===== config.mk =====
export PLATFORM = sky130hd
export DESIGN_NAME = counter_sequencer
export DESIGN_NICKNAME = d
export VERILOG_FILES = /design/src/rtl/counter_sequencer_pkg.sv /design/src/rtl/counter_ref_model.sv /design/src/rtl/counter_sequencer.sv
export SDC_FILE = /design/constraint.sdc
export NUM_CORES = 1
export LEC_CHECK = 0
export CAP_MARGIN = 20
export CORE_MARGIN = 1
export CORE_UTILIZATION = 60
export CTS_BUF_LIST = sky130_fd_sc_hd__clkbuf_4
export DETAILED_ROUTE_END_ITERATION = 8
export DONT_BUFFER_PORTS = 1
export PLACE_DENSITY = 0.79
export RECOVER_POWER = 25
export SLEW_MARGIN = 25
export SYNTH_ARGS = -nofsm -noshare
export SYNTH_HDL_FRONTEND = slang
export SYNTH_SLANG_ARGS = --single-unit

===== constraint.sdc =====
create_clock -name clk -period 3.5 [get_ports clk]
set_input_delay 0.7 -clock clk [delete_from_list [all_inputs] [get_ports clk]]
set_output_delay 0.7 -clock clk [all_outputs]
set_load 0.1 [all_outputs]

===== src/rtl/counter_sequencer_pkg.sv =====
// Shared encodings for the modulo-N counter and its command sequencer.
package counter_pkg;

  // Counter opcodes, shared with the counter itself
  localparam logic [2:0] OP_EMPTY = 3'd0;
  localparam logic [2:0] OP_LOAD  = 3'd1;
  localparam logic [2:0] OP_STOP  = 3'd2;
  localparam logic [2:0] OP_INC   = 3'd3;
  localparam logic [2:0] OP_DEC   = 3'd4;

  // High-level command encoding on the command channel
  localparam logic [1:0] CMD_LOAD = 2'd0;
  localparam logic [1:0] CMD_INC  = 2'd1;
  localparam logic [1:0] CMD_DEC  = 2'd2;
  localparam logic [1:0] CMD_SEEK = 2'd3;

  typedef enum logic [1:0] {
    S_IDLE   = 2'd0,
    S_ISSUE  = 2'd1,
    S_SETTLE = 2'd2,
    S_RESP   = 2'd3
  } state_t;

  // Per-cycle counter opcode issued for a command; SEEK walks forward with INC
  function automatic logic [2:0] cmd_to_op(input logic [1:0] cmd);
    logic [2:0] opc;
    case (cmd)
      CMD_LOAD: opc = OP_LOAD;
      CMD_INC:  opc = OP_INC;
      CMD_DEC:  opc = OP_DEC;
      default:  opc = OP_INC;
    endcase
    return opc;
  endfunction

endpackage


===== src/rtl/counter_ref_model.sv =====
// Reference copy of the modulo-N counter, advanced by the same opcode stream.
module counter_ref_model
  import counter_pkg::*;
#(
  parameter int N     = 9,
  parameter int WIDTH = 4
) (
  input  logic             clk,
  input  logic             reset,
  input  logic [2:0]       opcode,
  input  logic [WIDTH-1:0] data,
  output logic [WIDTH-1:0] model
);

  // One extra bit so N == 2^WIDTH and the wrap arithmetic never overflow
  localparam logic [WIDTH:0] N_EXT   = (WIDTH+1)'(N);
  localparam logic [WIDTH:0] ONE_EXT = (WIDTH+1)'(1);
  localparam logic [WIDTH:0] TWO_EXT = (WIDTH+1)'(2);

  logic [WIDTH:0] model_ext;
  logic [WIDTH:0] next_ext;

  // Next model value for the opcode currently presented to the counter
  always_comb begin
    model_ext = {1'b0, model};
    next_ext  = model_ext;
    case (opcode)
      OP_LOAD: next_ext = {1'b0, data} % N_EXT;
      OP_INC:  next_ext = (model_ext >= N_EXT - ONE_EXT) ? '0 : model_ext + ONE_EXT;
      OP_DEC: begin
        if (model_ext == '0)
          next_ext = N_EXT - TWO_EXT;
        else if (model_ext == ONE_EXT)
          next_ext = N_EXT - ONE_EXT;
        else
          next_ext = model_ext - TWO_EXT;
      end
      default: next_ext = model_ext;
    endcase
  end

  // Model register, updated on the same edge the counter updates
  always_ff @(posedge clk) begin
    if (reset)
      model <= '0;
    else
      model <= next_ext[WIDTH-1:0];
  end

endmodule


===== src/rtl/counter_sequencer.sv =====
// Expands LOAD/INC/DEC/SEEK commands into counter opcodes, checks the counter
// against a reference model and reports the final value on a response channel.
module counter_sequencer
  import counter_pkg::*;
#(
  parameter int N     = 9,
  parameter int WIDTH = 4,
  parameter int CNTW  = 8
) (
  input  logic             clk,
  input  logic             reset,
  input  logic             cmd_valid,
  output logic             cmd_ready,
  input  logic [1:0]       cmd_op,
  input  logic [WIDTH-1:0] cmd_data,
  input  logic [CNTW-1:0]  cmd_count,
  output logic             ctr_enable,
  output logic [2:0]       ctr_opcode,
  output logic [WIDTH-1:0] ctr_data,
  input  logic [WIDTH-1:0] ctr_result,
  input  logic             ctr_y,
  output logic             rsp_valid,
  input  logic             rsp_ready,
  output logic [WIDTH-1:0] rsp_value,
  output logic             rsp_parity,
  output logic             rsp_error,
  output logic             busy
);

  localparam logic [WIDTH:0] N_EXT   = (WIDTH+1)'(N);
  localparam logic [CNTW-1:0] ONE_CNT = CNTW'(1);

  state_t            state;
  logic [1:0]        op_q;
  logic [CNTW-1:0]   remaining;
  logic [CNTW-1:0]   rem_start;
  logic              err_acc;
  logic              chk_en;
  logic              mismatch;
  logic [WIDTH-1:0]  model;

  // Forward INC steps from cur to target mod N, computed one bit wider
  function automatic logic [WIDTH:0] seek_steps(input logic [WIDTH-1:0] target,
                                                input logic [WIDTH-1:0] cur);
    logic [WIDTH:0] tgt;
    logic [WIDTH:0] diff;
    tgt  = {1'b0, target} % N_EXT;
    diff = tgt + (N_EXT - {1'b0, cur});
    if (diff >= N_EXT)
      diff = diff - N_EXT;
    return diff;
  endfunction

  counter_ref_model #(
    .N     (N),
    .WIDTH (WIDTH)
  ) u_model (
    .clk    (clk),
    .reset  (reset),
    .opcode (ctr_opcode),
    .data   (ctr_data),
    .model  (model)
  );

  assign cmd_ready = (state == S_IDLE);
  assign busy      = (state != S_IDLE);

  // Counter disagrees with the model, or its parity output is inconsistent
  always_comb begin
    mismatch = 1'b0;
    if (chk_en)
      mismatch = (ctr_result != model) || (ctr_y != ~ctr_result[0]);
  end

  // Number of opcode cycles the offered command will take
  always_comb begin
    rem_start = '0;
    case (cmd_op)
      CMD_LOAD: rem_start = ONE_CNT;
      CMD_INC:  rem_start = cmd_count;
      CMD_DEC:  rem_start = cmd_count;
      default:  rem_start = CNTW'(seek_steps(cmd_data, model));
    endcase
  end

  // Command FSM with registered counter-side and response outputs
  always_ff @(posedge clk) begin
    if (reset) begin
      state      <= S_IDLE;
      ctr_enable <= 1'b0;
      ctr_opcode <= OP_EMPTY;
      ctr_data   <= '0;
      rsp_valid  <= 1'b0;
      rsp_value  <= '0;
      rsp_parity <= 1'b0;
      rsp_error  <= 1'b0;
      err_acc    <= 1'b0;
      chk_en     <= 1'b0;
      op_q       <= CMD_LOAD;
      remaining  <= '0;
    end else begin
      ctr_enable <= 1'b1;
      chk_en     <= 1'b1;
      if (mismatch && state != S_IDLE)
        err_acc <= 1'b1;
      case (state)
        S_IDLE: begin
          ctr_opcode <= OP_EMPTY;
          if (cmd_valid) begin
            op_q      <= cmd_op;
            ctr_data  <= cmd_data;
            err_acc   <= 1'b0;
            remaining <= rem_start;
            if (rem_start != '0) begin
              state      <= S_ISSUE;
              ctr_opcode <= cmd_to_op(cmd_op);
            end else begin
              state      <= S_SETTLE;
              ctr_opcode <= OP_STOP;
            end
          end
        end
        S_ISSUE: begin
          remaining <= remaining - ONE_CNT;
          if (remaining == ONE_CNT) begin
            state      <= S_SETTLE;
            ctr_opcode <= OP_STOP;
          end else begin
            ctr_opcode <= cmd_to_op(op_q);
          end
        end
        S_SETTLE: begin
          rsp_value  <= ctr_result;
          rsp_parity <= ctr_y;
          rsp_error  <= err_acc | mismatch;
          rsp_valid  <= 1'b1;
          ctr_opcode <= OP_EMPTY;
          state      <= S_RESP;
        end
        default: begin
          ctr_opcode <= OP_EMPTY;
          if (rsp_ready) begin
            rsp_valid <= 1'b0;
            state     <= S_IDLE;
          end
        end
      endcase
    end
  end

endmodule


==> impl_metrics.ini, run 1 <==
[global_route]
grtUsageTotal_pct = 28.9
grt_max_degree = 31
via_count_of_the_first_global_routing_pass = 2245
grt_pass1_wl_um = 9910
grt_overflow_total = 0
initial_antenna_violation_count = 0

[clock_tree]
clock-root-buffer = clkbuf_4
clk_pin_slew_worst_paths_ps = 110
cts_resized = 0
cts-buffers-inserted = 5
clock_path_buffers = 2
tritoncts_clock_tree = yes
clock_sink_count = 32
h-tree-depth = 2
cts-hold-fix-buffers = 0
postCtsSetupBuffers = 0
worstSkewPairLatency_ps = 350

[yosys]
postSynth.topFlopCell = dfxtp_1
syn_area_per_cell_um2 = 7.69
synth.cell_area_um2 = 2570
yosysWarningCount = 0
yosys_register_bits = 32
synthesized_net_count = 387
synth.distinct_cells = 59
synth.yosys.seq_area_share_pct = 24.9
synth_cells = 335
synth_edf_count = 0
ys_async_sr_fraction_pct = 0

[setup_path]
slowest_stage = fa_2
timing_worst_setup_path_type = primary input to flip-flop
timing.critical_path.cells = inv_12, ha_4, o31ai_1, a22o_4, ha_4, inv_2, ha_4, fa_2, buf_4, or3_1, nor2_1, nand2_1, o211ai_1, nor3_1, a22o_1
crit_fanout = 5
critical_path_required_ps = 3760
critical-path-top-delay-family = compound AO/OA/AOI/OAI gates
crit-reg2reg-launch = state[1]$_SDFFE_PP0P_
start_kind = primary input
timing.critical_path.to_type = flip-flop
worst_path_most_repeated_cell = ha_4
cpPeakStageDelay_ps = 460
worstPathArrival_ps = 3490
critical_path.startpoint = cmd_data[1]
crit_buf_inv = 3

[place]
post-dp-hpwl_um = 4710
buffer_ports.inserted = 0
gp_routability_congestion = 0.855
placedCellCount = 391
preCtsSetupSlack_ps = -112

[final_layout]
sequential_cell_area_um2 = 641
layout.cells.non_filler = 399
design.final.nets = 400
fillers = 349
area_growth_pct = 11.4
layout-drive-gt1-share_pct = 14.3
fin_util_pct = 70.7
area_of_combinational_cells_with_multiple_inputs_um2 = 1870
antenna_cells_inserted = 0

[sta]
setup-tns-final_ps = 0
worstMarginPinSlew_ps = 1260
finalCritPeriodShare_pct = 92.3
fmaxAchievable_ghz = 0.310
postLayoutSetupSlackWorst_ps = 269
final-hold-violation-count = 0
timing.slew.headroom_pct = 16.0
setup_violations = 0
unrepaired_setup_endpoints_after_global_routing = false
final.setup_skew_ps = 12.2
finalWorstPathRequiredPeriod_ps = 3230
drv_slew = 0

[route]
wl_um = 6110
post_drt_via_cell_ratio = 6.24
drtAntennaViolNets = 0
num_vias = 2491
wl_per_cell_um = 15.3
remaining_drc_errors = 0
initialDrtViolationCount = 200
drt_first_pass_iters = 5

[hold_path]
hold_start = reset
hold_path.class = primary input to flip-flop

[floorplanning]
die_width_um = 67.5
die_area_um2 = 4560
ios = 40
fp.dieH_um = 67.5
floorplan.initialDensity_pct = 63.5
coreArea_um2 = 4060
count_of_standard_cell_rows = 23

[power_and_ir_drop]
power_frac_clock_pct = 8.2
power.sequential.fraction_pct = 27.2
total_power_mw = 2.58
sw_frac_of_total_pct = 54.4
cell_internal_pwr_mw = 1.18
vdd_drop_max_mv = 0.870
netSwitchingPower_mw = 1.41
p_per_area_nw_per_um2 = 901
power.leakage_nw = 1.12
power.combinational.fraction_pct = 64.6

[run_status]
run_status = complete, no violations

[job]
cap_violations = 0
-- path summary, 6_finish.rpt --
kind         slack [ps]  cells after the start                   endpoint
max reg2reg         590                      9  remaining[4]$_SDFFE_PP0P_
min reg2reg         480                      2  remaining[7]$_SDFFE_PP0P_
min                 410                      1  remaining[6]$_SDFFE_PP0P_
max                 270                     15   ctr_opcode[1]$_SDFF_PP0_
-- layout by cell type, fill, tap and decap left out, types with 3 or more instances in the layout --
| master | count |
|---|---|
| a211oi_1 | 5 |
| a21oi_1 | 33 |
| a22oi_1 | 3 |
| a311oi_1 | 4 |
| a31oi_1 | 5 |
| buf_4 | 18 |
| clkbuf_4 | 5 |
| dfxtp_1 | 32 |
| ha_1 | 23 |
| ha_4 | 5 |
| inv_1 | 20 |
| mux2i_1 | 7 |
| nand2_1 | 39 |
| nand2b_1 | 4 |
| nand3_1 | 7 |
| nand4_1 | 3 |
| nor2_1 | 28 |
| nor2b_1 | 4 |
| nor3_1 | 14 |
| nor3b_1 | 3 |
| nor4_1 | 4 |
| o211ai_1 | 4 |
| o21ai_0 | 19 |
| o311ai_0 | 3 |
| o31ai_1 | 4 |
| xnor2_1 | 5 |
-- routing by layer --
| metal | track usage [%] | routed length, µm | up-vias | part of all wire [%] |
|---|---|---|---|---|
| met5 | 0 | 0 | - | 0 |
| met1 | 36.0 | 2650 | 1129 | 43 |
| met4 | 9.04 | 75 | 0 | 1.2 |
| met3 | 6.93 | 549 | 11 | 9.0 |
| met2 | 48.5 | 2840 | 112 | 46 |
| li1 | - | - | 1239 | - |
-- sequential cells by signal, summed over array words and instances, names as in the netlist --
register / cells
chk_en: 1
ctr_data: 4
ctr_opcode: 3
err_acc: 1
op_q: 2
remaining: 8
rsp_error: 1
rsp_parity: 1
rsp_valid: 1
rsp_value: 4
state: 2
u_model.model: 4
-- kinds of logic after synthesis --
group / after synthesis / share of synthesized area, %
simple gates: 121 / 22.8
compound gates: 101 / 25.4
buf+inv: 37 / 5.88
flops: 32 / 24.9
fa+ha+maj: 29 / 14.4
xor+xnor: 8 / 3.94
mux: 7 / 2.72
-- through the flow --
step | hold slack [ps] | area [µm²]
CTS | 394 | 2870
finish | 405 | 2870
floorplan | 445 | 2680
global placement | 451 | 2820
global route | 384 | 2870
detailed placement | 464 | 2820
-- power groups by stage --
stage	registers [mW]	logic [mW]	clock network [mW]
after floorplan	0.820	1.19	0
after global placement	0.704	1.62	0
after detailed placement	0.708	1.65	0
after CTS	0.699	1.66	0.213
after global routing	0.716	1.84	0.229
final	0.702	1.67	0.212
-- final cells by class --
cell class                      count  area share, %
Clock inverter                      3          0.480
Timing Repair Buffer               19           4.84
Multi-Input combinational cell    266           65.2
Inverter                           24           3.66
Sequential cell                    32           22.3
Clock buffer                        5           1.31
Tap cell                           50           2.18
-- synth_stat cells, types with 2 or more instances --
| library cell | count | share of area (%) |
|---|---|---|
| nand2_1 | 39 | 5.7 |
| a21oi_1 | 33 | 6.4 |
| dfxtp_1 | 32 | 25 |
| ha_1 | 28 | 14 |
| nor2_1 | 28 | 4.1 |
| inv_1 | 23 | 3.4 |
| o21ai_0 | 20 | 3.9 |
| nor3_1 | 14 | 2.7 |
| clkbuf_1 | 9 | 1.3 |
| mux2i_1 | 7 | 2.7 |
| nand3_1 | 7 | 1.4 |
| a211oi_1 | 5 | 1.5 |
| a31oi_1 | 5 | 1.2 |
| nor4_1 | 5 | 1.2 |
| xnor2_1 | 5 | 1.7 |
| a311oi_1 | 4 | 1.4 |
| nand2b_1 | 4 | 0.97 |
| nor2b_1 | 4 | 0.97 |
| o211ai_1 | 4 | 1.2 |
| o31ai_1 | 4 | 1.2 |
| a22oi_1 | 3 | 0.87 |
| nand4_1 | 3 | 0.73 |
| nor3b_1 | 3 | 0.87 |
| o311ai_0 | 3 | 1.0 |
| a21o_1 | 2 | 0.58 |
| a22o_1 | 2 | 0.68 |
| a31o_2 | 2 | 0.68 |
| a32oi_1 | 2 | 0.68 |
| and2_1 | 2 | 0.49 |
| nand2_2 | 2 | 0.49 |
| o21a_1 | 2 | 0.58 |
| or2_2 | 2 | 0.49 |
-- worst reg2reg max path: stages, from the launching register on --
cell and delay, ps:
dfxtp_1 420, inv_1 110, ha_1 310, inv_1 90, clkbuf_1 920, a21oi_1 430
nor2_1 190, a31oi_1 90, o21ai_0 180, a31oi_1 70
No activity file was read; power rests on OpenSTA's default activity.
==> run 2: changes to the inputs <==
- ABC_AREA: not set -> 1
==> run 2 against run 1 <==
- routed wire length down 15%
- non-clock buffer count down 8
- synthesized cell count up 3.6%
- core utilization down 1.8 points
- power up 2.6%
- sequential power up 9.5%
==> impl_metrics.ini, run 2 <==
[yosys]
synth_cells = 347
yosys.area.top_type_share_pct = 26.1
synth.yosys.seq_area_share_pct = 26.1
synth.cell_area_um2 = 2460
synth.distinct_cells = 40
syn_area_per_cell_um2 = 7.09
synthesized_net_count = 399
ys_top_cells_by_area = dfxtp_1 (26%), ha_1 (14%), inv_1 (7.9%), nand2_1 (7.9%), a21oi_1 (6.3%)
synth.top_cells.by_count = inv_1 (52), nand2_1 (52), dfxtp_1 (32)
yosys_register_bits = 32
synth_edf_count = 0
yosysWarningCount = 0
synth_top_cell_by_area = dfxtp_1
ys_async_sr_fraction_pct = 0
postSynth.topFlopCell = dfxtp_1

[sta]
finalCritPeriodShare_pct = 92.7
hold_ws_ps = 423
finalWorstPathRequiredPeriod_ps = 3250
postLayoutSetupSlackWorst_ps = 255
final.setup_skew_ps = 9.14
setup-tns-final_ps = 0
worstMarginPinSlew_ps = 1270
unrepaired_setup_endpoints_after_global_routing = false
final-hold-violation-count = 0
timing.slew.headroom_pct = 15.5
fmaxAchievable_ghz = 0.308
setup_violations = 0
drv_slew = 0

[floorplanning]
die_width_um = 66.0
floorplan.initialDensity_pct = 64.7
ios = 40
coreArea_um2 = 3800
fp.dieH_um = 66.0
die_area_um2 = 4360
count_of_standard_cell_rows = 22

[final_layout]
antenna_cells_inserted = 0
mostFrequentLayoutCells = inv_1 (52), nand2_1 (52), dfxtp_1 (32), a21oi_1 (31), o21ai_0 (30)
area_of_combinational_cells_with_multiple_inputs_um2 = 1590
sequential_cell_area_um2 = 641
design.final.nets = 410
largest_register = remaining
fin_util_pct = 68.9
area_growth_pct = 6.41
fin_area_um2 = 2620
layout.cells.non_filler = 406
largest_register_ff_count = 8
fillers = 349
layout-drive-gt1-share_pct = 11.2

[setup_path]
critical-path-top-delay-family = simple AND/OR/NAND/NOR gates
timing_worst_setup_path_type = primary input to flip-flop
crit-reg2reg-launch = u_model.model[0]$_SDFFE_PP0P_
timing.critical_path.cells = inv_1, ha_1, inv_1, nand3_2, nand2_4, nor2_1, a21oi_1, ha_1, inv_1, ha_1, fa_1, nor2_1, nand2_1, o21ai_4, inv_1, nand2_1, nand2_1, nand3_1, nand2_1, nor2_2, nand3_1, nand3_1, a21oi_1
critical_path_required_ps = 3730
worstPathArrival_ps = 3470
start_kind = primary input
cpPeakStageDelay_ps = 440
timing.critical_path.to_type = flip-flop
critical_path.startpoint = cmd_data[1]
crit_fanout = 5
crit_buf_inv = 4
slowest_stage = fa_1

[route]
wl_per_cell_um = 12.8
drt_first_pass_iters = 7
num_vias = 2263
wl_um = 5210
post_drt_via_cell_ratio = 5.57
remaining_drc_errors = 0
initialDrtViolationCount = 193
drtAntennaViolNets = 0

[power_and_ir_drop]
sw_frac_of_total_pct = 58.1
power.combinational.fraction_pct = 63.3
vdd_drop_max_mv = 0.558
power_frac_clock_pct = 7.7
netSwitchingPower_mw = 1.54
p_per_area_nw_per_um2 = 1010
power.leakage_nw = 1.25
power.sequential.fraction_pct = 29.0
total_power_mw = 2.65
cell_internal_pwr_mw = 1.11

[place]
gp_routability_congestion = 0.896
post-dp-hpwl_um = 4150
preCtsSetupSlack_ps = -48.3
buffer_ports.inserted = 0
placedCellCount = 399
dpl-instance-area_um2 = 2570

[clock_tree]
cts_resized = 0
clock-root-buffer = clkbuf_4
clock_path_buffers = 2
postCtsSetupBuffers = 0
worstSkewPairLatency_ps = 330
tritoncts_clock_tree = yes
cts-buffers-inserted = 5
cts-hold-fix-buffers = 0
h-tree-depth = 2
clock_sink_count = 32
clk_pin_slew_worst_paths_ps = 100

[run_status]
run_status = complete, no violations

[global_route]
grt_pass1_wl_um = 9030
grt_overflow_total = 0
initial_antenna_violation_count = 0
grt_max_degree = 20
via_count_of_the_first_global_routing_pass = 2061
grtUsageTotal_pct = 26.6

[hold_path]
hold_start = reset
hold_path.class = primary input to flip-flop

[job]
cap_violations = 0
==> run 2: power groups by stage <==
stage | sequential, mW | combinational (mW) | clock, mW
after global placement | 0.774 | 1.65 | 0
after global routing | 0.789 | 1.87 | 0.225
final | 0.769 | 1.68 | 0.204
after floorplan | 0.912 | 1.23 | 0
after CTS | 0.769 | 1.68 | 0.211
after detailed placement | 0.777 | 1.68 | 0
==> run 2: cells by family after synthesis <==
group | share of synthesized area [%]
flops | 26.1
xor+xnor | 4.94
compound gates | 19.7
simple gates | 24.8
fa+ha+maj | 15.1
buf+inv | 9.36
==> run 2: area by class of cell <==
| cell class | instances | area share, % |
|---|---|---|
| multi-input cells | 254 | 60.7 |
| flip-flops and latches | 32 | 24.5 |
| inverters | 54 | 7.75 |
| repair buffers | 11 | 2.87 |
| well taps | 48 | 2.30 |
| clock buffers | 6 | 1.72 |
| clock inverters | 1 | 0.191 |
==> run 2: final timing paths <==
check                           slack (ps)  cells past startpoint                   endpoint
worst min-delay path                   420                      1      state[1]$_SDFFE_PP0P_
worst max register to register         670                     16   ctr_opcode[2]$_SDFF_PP0_
worst max-delay path                   250                     23   ctr_opcode[2]$_SDFF_PP0_
worst min register to register         470                      2  remaining[6]$_SDFFE_PP0P_
==> run 2: metal layers <==
layer	track usage (%)	routed length [µm]	vias to the layer above
li1	-	-	1168
met1	36.8	2570	1024
met2	42.0	2250	65
met3	5.34	343	6
met4	7.18	53	0
met5	0	0	-
==> run 3: changes to the inputs <==
- CAP_MARGIN: 20 -> not set
- GPL_TIMING_DRIVEN: not set -> 0
- PLACE_DENSITY: 0.79 -> 0.76
- clock period: 3.5 -> 3.49 ns (I/O delays scaled with it)
==> run 3 against run 2 <==
- core utilization grew 0.33 points
- first-iteration DRC count shrank 50%
- via count shrank 2.7%
- routed wire length shrank 2.0%
- cell count shrank 0.25%
- clock skew grew 5.3 ps
- critical path depth is the same
- clock-buffer cell count shrank 1
- die area is the same
- worst setup slack lost 19 ps
- largest power group unchanged
- non-clock buffer count shrank 2
- sequential power grew 22%
==> impl_metrics.ini, run 3 (synthesis results as in run 2) <==
[clock_tree]
clock_sink_count = 32
cts-buffers-inserted = 5
clock-root-buffer = clkbuf_4
worstSkewPairLatency_ps = 340
h-tree-depth = 2
clk_pin_slew_worst_paths_ps = 110
cts-hold-fix-buffers = 0
tritoncts_clock_tree = yes
clock_path_buffers = 2

[final_layout]
fillers = 347
largest_register = remaining
design.final.nets = 408
layout-drive-gt1-share_pct = 10.9
area_of_combinational_cells_with_multiple_inputs_um2 = 1610
sequential_cell_area_um2 = 641
mostFrequentLayoutCell = inv_1
largest_register_ff_count = 8
fin_area_um2 = 2630
area_growth_pct = 6.92
antenna_cells_inserted = 0
mostFrequentLayoutCells = inv_1 (52), nand2_1 (50), dfxtp_1 (32), a21oi_1 (31), o21ai_0 (30)

[sta]
worstMarginPinSlew_ps = 1060
final-hold-violation-count = 0
fmaxAchievable_ghz = 0.307
setup-tns-final_ps = 0
setup_violations = 0
final.setup_skew_ps = 14.5
finalCritPeriodShare_pct = 93.2
finalWorstPathRequiredPeriod_ps = 3250
postLayoutSetupSlackWorst_ps = 236
timing.slew.headroom_pct = 29.2
drv_slew = 0
hold_ws_ps = 421

[route]
wl_per_cell_um = 12.6
remaining_drc_errors = 0
post_drt_via_cell_ratio = 5.44
drt_first_pass_iters = 5
drtAntennaViolNets = 0
wl_um = 5110
num_vias = 2203
initialDrtViolationCount = 96

[power_and_ir_drop]
power.leakage_nw = 1.23
total_power_mw = 2.72
p_per_area_nw_per_um2 = 1040
vdd_drop_max_mv = 0.660

[place]
gp_routability_congestion = 0.865
buffer_ports.inserted = 0
dpl-instance-area_um2 = 2520
post-dp-hpwl_um = 4010
preCtsSetupSlack_ps = -206

[global_route]
grtUsageTotal_pct = 25.6
grt_pass1_wl_um = 8450
initial_antenna_violation_count = 0
grt_max_degree = 11
grt_overflow_total = 0
via_count_of_the_first_global_routing_pass = 1942

[setup_path]
rrSetupSlack_ps = 580
cpPeakStageDelay_ps = 460
critical_path.startpoint = cmd_data[1]
worst_path_most_repeated_cell = inv_1
timing_worst_setup_path_type = primary input to flip-flop
slowest_stage = fa_2
crit-reg2reg-launch = state[0]$_SDFFE_PP0P_
critical_path_required_ps = 3710
crit_fanout = 5
timing.critical_path.cells = inv_1, ha_1, inv_1, nand3_2, nand2_4, nor2_1, a21oi_1, ha_1, inv_1, ha_2, fa_2, nor2_2, nand2_2, o21ai_4, inv_1, nand2_1, nand2_1, nand3_1, nand2_1, nor2_4, nand3_1, nand3_1, a21oi_1
worstPathArrival_ps = 3470
timing.critical_path.to_type = flip-flop
start_kind = primary input

[hold_path]
hold_start = reset
hold_path.class = primary input to flip-flop

[floorplanning]
die_width_um = 66.0
die_area_um2 = 4360
fp.dieH_um = 66.0
floorplan.initialDensity_pct = 64.7
coreArea_um2 = 3800
count_of_standard_cell_rows = 22
ios = 40

[job]
cap_violations = 0

[run_status]
run_status = complete, no violations
[run 3: routing by layer]
layer  GRT usage [%]  wire length, µm  vias up
met4            8.78               61        0
met2            42.7             2240       66
met5               0                0        -
met3            6.38              355        6
li1                -                -     1158
met1            31.7             2450      973
[run 3: layout make-up]
class | instances | area share, %
Multi-Input combinational cell | 254 | 61.2
Sequential cell | 32 | 24.4
Inverter | 54 | 7.71
Tap cell | 48 | 2.28
Clock buffer | 5 | 1.43
Clock inverter | 3 | 1.43
Buffer | 7 | 1.05
Timing Repair Buffer | 2 | 0.571
[run 3: through the flow]
step,std cells,util (%)
after detailed placement,395,66.4
after CTS,403,68.3
after floorplan,347,-
final,405,69.2
after global routing,405,69.2
after global placement,395,66.3
[run 3: critical path, delay by kind of cell]
family	cells	cell delay, ps
fa+ha+maj	4	1070
simple gates	12	1070
buf+inv	4	220
compound gates	3	400
[run 3: timing repair]
item | CTS | global route
setup buffers | 0 | 2
endpoints found under the setup margin | 0 | 4
resized for setup | 0 | 6
[run 3: worst paths after layout]
check                             endpoint  cells after the start
max               ctr_opcode[2]$_SDFF_PP0_                     23
min          u_model.model[2]$_SDFFE_PP0P_                      1
max reg2reg      remaining[5]$_SDFFE_PP0P_                      8
min reg2reg           op_q[1]$_SDFFE_PP0P_                      2
[run 3: report_power, final]
| part | leakage [nW] | switching, mW | internal, mW |
|---|---|---|---|
| logic | 0.925 | 0.975 | 0.534 |
| registers | 0.263 | 0.456 | 0.483 |
| clock network | 0.0403 | 0.129 | 0.146 |
| total | 1.23 | 1.56 | 1.16 |
